**config.mk**
```make
export PLATFORM = sky130hd
export DESIGN_NAME = upload_arbiter
export DESIGN_NICKNAME = d
export VERILOG_FILES = /design/src/rtl/upload_arbiter.sv
export SDC_FILE = /design/constraint.sdc
export NUM_CORES = 1
export LEC_CHECK = 0
export ABC_AREA = 1
export ABC_CLOCK_PERIOD_IN_PS = 2200
export CORE_MARGIN = 4
export CORE_UTILIZATION = 45
export DETAILED_ROUTE_END_ITERATION = 10
export PLACE_DENSITY = 0.88
export SYNTH_ARGS = -nofsm -noshare
export SYNTH_HDL_FRONTEND = slang
export SYNTH_SLANG_ARGS = --single-unit
```
**constraint.sdc**
```tcl
create_clock -name clk -period 2.2 [get_ports clk]
set_input_delay 0.44 -clock clk [delete_from_list [all_inputs] [get_ports clk]]
set_output_delay 0.44 -clock clk [all_outputs]
set_load 0.01 [all_outputs]
```
**src/rtl/upload_arbiter.sv**
```systemverilog
// rtl/upload_arbiter.sv - two-channel frame upload arbiter with fair tie-break, timeout and inter-frame gap
module upload_arbiter #(
    parameter int FRAME_LEN  = 512,
    parameter int TIMEOUT    = 4096,
    parameter int GAP_CYCLES = 16
) (
    input  logic        clk,
    input  logic        rst_n,
    input  logic        Upload_En,
    input  logic        req_1,
    input  logic        req_2,
    input  logic [63:0] data_in_1,
    input  logic [63:0] data_in_2,
    input  logic        data_valid_i1,
    input  logic        data_valid_i2,
    output logic        upload_start_1,
    output logic        upload_start_2,
    output logic [63:0] data_out,
    output logic        data_valid_o,
    output logic [1:0]  grant,
    output logic        frame_done,
    output logic        timeout_err,
    output logic [15:0] frame_cnt
);

    localparam logic [1:0] S_IDLE  = 2'd0;
    localparam logic [1:0] S_START = 2'd1;
    localparam logic [1:0] S_XFER  = 2'd2;
    localparam logic [1:0] S_GAP   = 2'd3;

    localparam int WCW = $clog2(FRAME_LEN + 1);
    localparam int TW  = $clog2(TIMEOUT + 1);
    localparam int GW  = $clog2(GAP_CYCLES + 1);

    logic [1:0]     state;
    logic           last_ch2;
    logic [WCW-1:0] word_cnt;
    logic [TW-1:0]  timer;
    logic [GW-1:0]  gap_cnt;

    logic           pick_ch1;
    logic           sel_valid;
    logic [63:0]    sel_data;
    logic           frame_end;
    logic           time_end;

    // On a tie the channel that was not served last wins
    assign pick_ch1  = req_1 && (!req_2 || last_ch2);
    assign sel_valid = grant[0] ? data_valid_i1 : (grant[1] ? data_valid_i2 : 1'b0);
    assign sel_data  = grant[1] ? data_in_2 : data_in_1;
    assign frame_end = sel_valid && (word_cnt == WCW'(FRAME_LEN - 1));
    assign time_end  = (timer == TW'(TIMEOUT - 1));

    always_ff @(posedge clk or negedge rst_n) begin
        if (!rst_n) begin
            state          <= S_IDLE;
            last_ch2       <= 1'b1;
            word_cnt       <= '0;
            timer          <= '0;
            gap_cnt        <= '0;
            upload_start_1 <= 1'b0;
            upload_start_2 <= 1'b0;
            data_out       <= 64'd0;
            data_valid_o   <= 1'b0;
            grant          <= 2'b00;
            frame_done     <= 1'b0;
            timeout_err    <= 1'b0;
            frame_cnt      <= 16'd0;
        end else begin
            upload_start_1 <= 1'b0;
            upload_start_2 <= 1'b0;
            frame_done     <= 1'b0;
            timeout_err    <= 1'b0;
            data_valid_o   <= 1'b0;
            if (!Upload_En) begin
                state    <= S_IDLE;
                grant    <= 2'b00;
                word_cnt <= '0;
                timer    <= '0;
                gap_cnt  <= '0;
            end else begin
                case (state)
                    S_IDLE: begin
                        if (req_1 || req_2) begin
                            state          <= S_START;
                            grant          <= pick_ch1 ? 2'b01 : 2'b10;
                            upload_start_1 <= pick_ch1;
                            upload_start_2 <= !pick_ch1;
                            word_cnt       <= '0;
                        end
                    end
                    S_START: begin
                        state    <= S_XFER;
                        word_cnt <= '0;
                        timer    <= '0;
                    end
                    S_XFER: begin
                        data_out     <= sel_data;
                        data_valid_o <= sel_valid;
                        timer        <= timer + TW'(1);
                        if (sel_valid) begin
                            word_cnt <= word_cnt + WCW'(1);
                        end
                        // Completion takes priority over a simultaneous timeout
                        if (frame_end || time_end) begin
                            state    <= S_GAP;
                            grant    <= 2'b00;
                            gap_cnt  <= '0;
                            last_ch2 <= grant[1];
                            if (frame_end) begin
                                frame_done <= 1'b1;
                                frame_cnt  <= frame_cnt + 16'd1;
                            end else begin
                                timeout_err <= 1'b1;
                            end
                        end
                    end
                    default: begin
                        if (gap_cnt == GW'(GAP_CYCLES - 1)) begin
                            state <= S_IDLE;
                        end else begin
                            gap_cnt <= gap_cnt + GW'(1);
                        end
                    end
                endcase
            end
        end
    end

endmodule

```
==> results.md <==
* Synth Instances at 769
* Initial drt markers at 491
* Area share of the largest cell type after synthesis at 47.8%
* Clk buf depth at 2
* Simple-Gate Fraction of Synth Area at 28.6%
* Period utilization at 87.2%
* Post-synth EDFFs at 0
* Clock Power Share at 27.4%
* Largest area contributor in the netlist: dfrtp_1
* Hold Path Class: reg -> reg
* Max_slew headroom at 67.4%
* Final nets at 1137
* Final worst setup slack at 281 ps
* Peak VDD IR at 640 uV
* Top_reg_cell synth: dfrtp_1
* Clock Skew at 9.63 ps
* P per Cell Area at 1060 mW/mm2
* Largest net degree at the start of global routing at 65
* Pre-CTS setup slack at 22.3 ps
* Synth Cell Area at 0.00613 mm2
* Max-cap violations at 0
* Yosys cell types at 36
* Gate power share at 39.2%
* Reg clk slew, reported paths at 50 ps
* Vias in the first global route at 6161
* I/O Buffers at 221
* CTS buffer count at 17
* Internal at 6.47 mW
* Post-route setup TNS at 0 ps
* Area contributors post-synth: dfrtp_1, nand2_1, a21oi_1, nor2_1, nand3_1
* Clock Latency Late Sink at 410 ps
* Total Power at 9.72 mW
* H-tree levels at 4
* WL/cell at 15.4 um
* Core footprint at 0.0133 mm2
* Die Area at 0.0156 mm2
* Core Util, Final at 69.0%
* Row cnt at 42
* Post-synth top cells: nand2_1, a21oi_1, dfrtp_1, nor2_1, inv_1
* Post-Synth XOR/XNOR Area at 1.57%
* Drt total wl at 18200 um
* Sink Count at 118
* Initial core utilization at 46.1%
* Width of the die at 125 um
* Antenna Nets Post-Route at 0
* Final hold vios at 0
* Seq cells post-synth at 118
* Mean Syn Cell Area at 7.97 um2
* Seq/Total Area, Yosys at 48.2%
* Sw Share at 33.5%
* Final worst path period need at 1920 ps
* Most frequent cell after synthesis: nand2_1
* Post-synthesis adder-cell area fraction at 1.63%
* Io pins at 222
* Initial antenna violation count at 0
* First-pass GRT wire length at 29600 um
* Compound-Gate Fraction of Synth Area at 14.4%
* Layout cells sized above 1 at 9.25%
* Post-route DRC at 0
* Reg power frac at 33.4%
* Routed vias at 6112
* All-Layer GR Usage at 23.3%
* Congestion Overflow GR at 0
* Synthesized Nets at 912
* F_max at 521 MHz
* DP Wirelength at 13000 um
* Area growth from synthesis to layout at 49.6%
* Critical Path End Type: flip-flop
* Clk root buf: clkbuf_16
* Synth warn at 0
* Number of setup violations in the final report at 0
* Critical-path maximum fanout at 9
* Status: completed
* Slew Viols, Final at 0
* Hold Slack at 501 ps
* Critical Path RT at 2500 ps
* Die Height at 125 um
* TritonCTS clock tree: yes
* RSZ-0062 raised after global routing: no
* Largest family of logic cells by synthesized area: simple AND/OR/NAND/NOR gates
* Vias per inst at 5.18
* Post-synth ARST share at 100%
* Kind of critical path: reg -> reg
* Routability cong. at 0.863
* ANT cells at 0
* Sw power at 3.25 mW
* Pleak at 3.96 nW
* Slew @ Worst Pin at 489 ps
* Startpoint types: flip-flop
* Crit path DAT at 2220 ps
* Post-synthesis mux area share at 0%
* Drt pass-1 iters at 7
-- worst paths after layout --
kind,start,end,slack (ps),cells after the start
min in group asynchronous,rst_n,data_out[54]$_DFFE_PN0P_,550,2
max,word_cnt[0]$_DFFE_PN0P_,frame_cnt[13]$_DFFE_PN0P_,280,10
max in group asynchronous,rst_n,grant[0]$_DFFE_PN0P_,1060,3
min reg2reg,state[1]$_DFFE_PN0P_,state[1]$_DFFE_PN0P_,500,2
max reg2reg,word_cnt[0]$_DFFE_PN0P_,frame_cnt[13]$_DFFE_PN0P_,280,10
min,state[1]$_DFFE_PN0P_,state[1]$_DFFE_PN0P_,500,2
-- per-layer routing --
metal	up-vias	GRT usage, %	part of all wire (%)
li1	2974	-	-
met1	2868	27.1	40
met2	226	40.3	51
met3	44	6.90	6.2
met4	0	9.28	2.7
met5	-	0	0
-- cells in the final DEF, fill, tap and decap left out, types with 2 or more instances in the layout --
cell             Yosys  final
clkdlybuf4s50_1      0    220
nand2_1            183    183
a21oi_1            133    133
dfrtp_1            117    116
nor2_1             107    107
inv_1               42     42
nand3_1             39     39
o21ai_0             19     19
clkbuf_16            0     17
nand4_1             15     15
buf_4                7     11
xor2_1               9      9
ha_1                 8      8
nor2_2               7      7
clkbuf_8             0      7
nor2_4               6      6
inv_2                6      6
nand2_2              5      5
nand2_4              5      5
o21ai_2              5      5
buf_12               0      5
nor2_8               4      4
nor3_1               4      4
or2_2                4      4
clkbuf_1            19      3
nand3_2              2      2
a32o_1               2      2
a31oi_1              2      2
xnor2_1              2      2
o21ai_1              2      2
o31ai_1              2      2
clkinv_2             0      2
-- per-stage QoR --
stage	cell area (um2)	std cells
floorplan	6130	769
global placement	8590	1150
detailed placement	8590	1150
CTS	9170	1181
global route	9170	1181
finish	9170	1181
-- critical path, stage by stage, from the launching register on --
cell	delay (ps)
dfrtp_1	480
ha_1	280
inv_1	130
nor2_8	170
nand3_2	120
nor2_4	120
inv_2	70
nor2_8	180
nand2_4	110
nand2_1	70
nand2_1	40
-- cells by family (layout without fill, tap and decap cells) --
kind of cell | after synthesis | in the layout
DFF | 118 | 118
adders and majority gates | 8 | 8
buffers and inverters | 80 | 316
and+or+nand+nor | 384 | 384
xor gates and xnor gates | 11 | 11
AOI/OAI and AO/OA | 168 | 168
-- layout make-up --
cell class	instances	area, um2
Clock inverter	3	40.0
Sequential cell	118	2960
Timing Repair Buffer	237	2390
Inverter	49	191
Clock buffer	27	533
Fill cell	1031	4120
Multi-Input combinational cell	571	2840
Tap cell	176	220
-- repair_timing --
action	CTS	global route
gates resized for setup	0	0
setup buffers	0	0
hold endpoints to repair	12	0
hold buffers	1	0
-- sequential cells by signal, summed over array words and instances, names as in the netlist --
| register | cells |
|---|---|
| word_cnt | 10 |
| state | 2 |
| gap_cnt | 5 |
| data_valid_o | 1 |
| frame_done | 1 |
| last_ch2 | 1 |
| timer | 13 |
| timeout_err | 1 |
| upload_start_2 | 1 |
| frame_cnt | 16 |
| data_out | 64 |
| grant | 2 |
| upload_start_1 | 1 |
-- power groups by stage --
| stage | logic (mW) | clock network, mW | registers (mW) |
|---|---|---|---|
| floorplan | 1.49 | 0 | 3.51 |
| global route | 4.14 | 2.82 | 3.32 |
| detailed placement | 3.81 | 0 | 3.26 |
| CTS | 3.85 | 2.71 | 3.24 |
| finish | 3.81 | 2.67 | 3.24 |
| global placement | 3.73 | 0 | 3.23 |
Note: power is estimated with default switching activity, not from simulation.
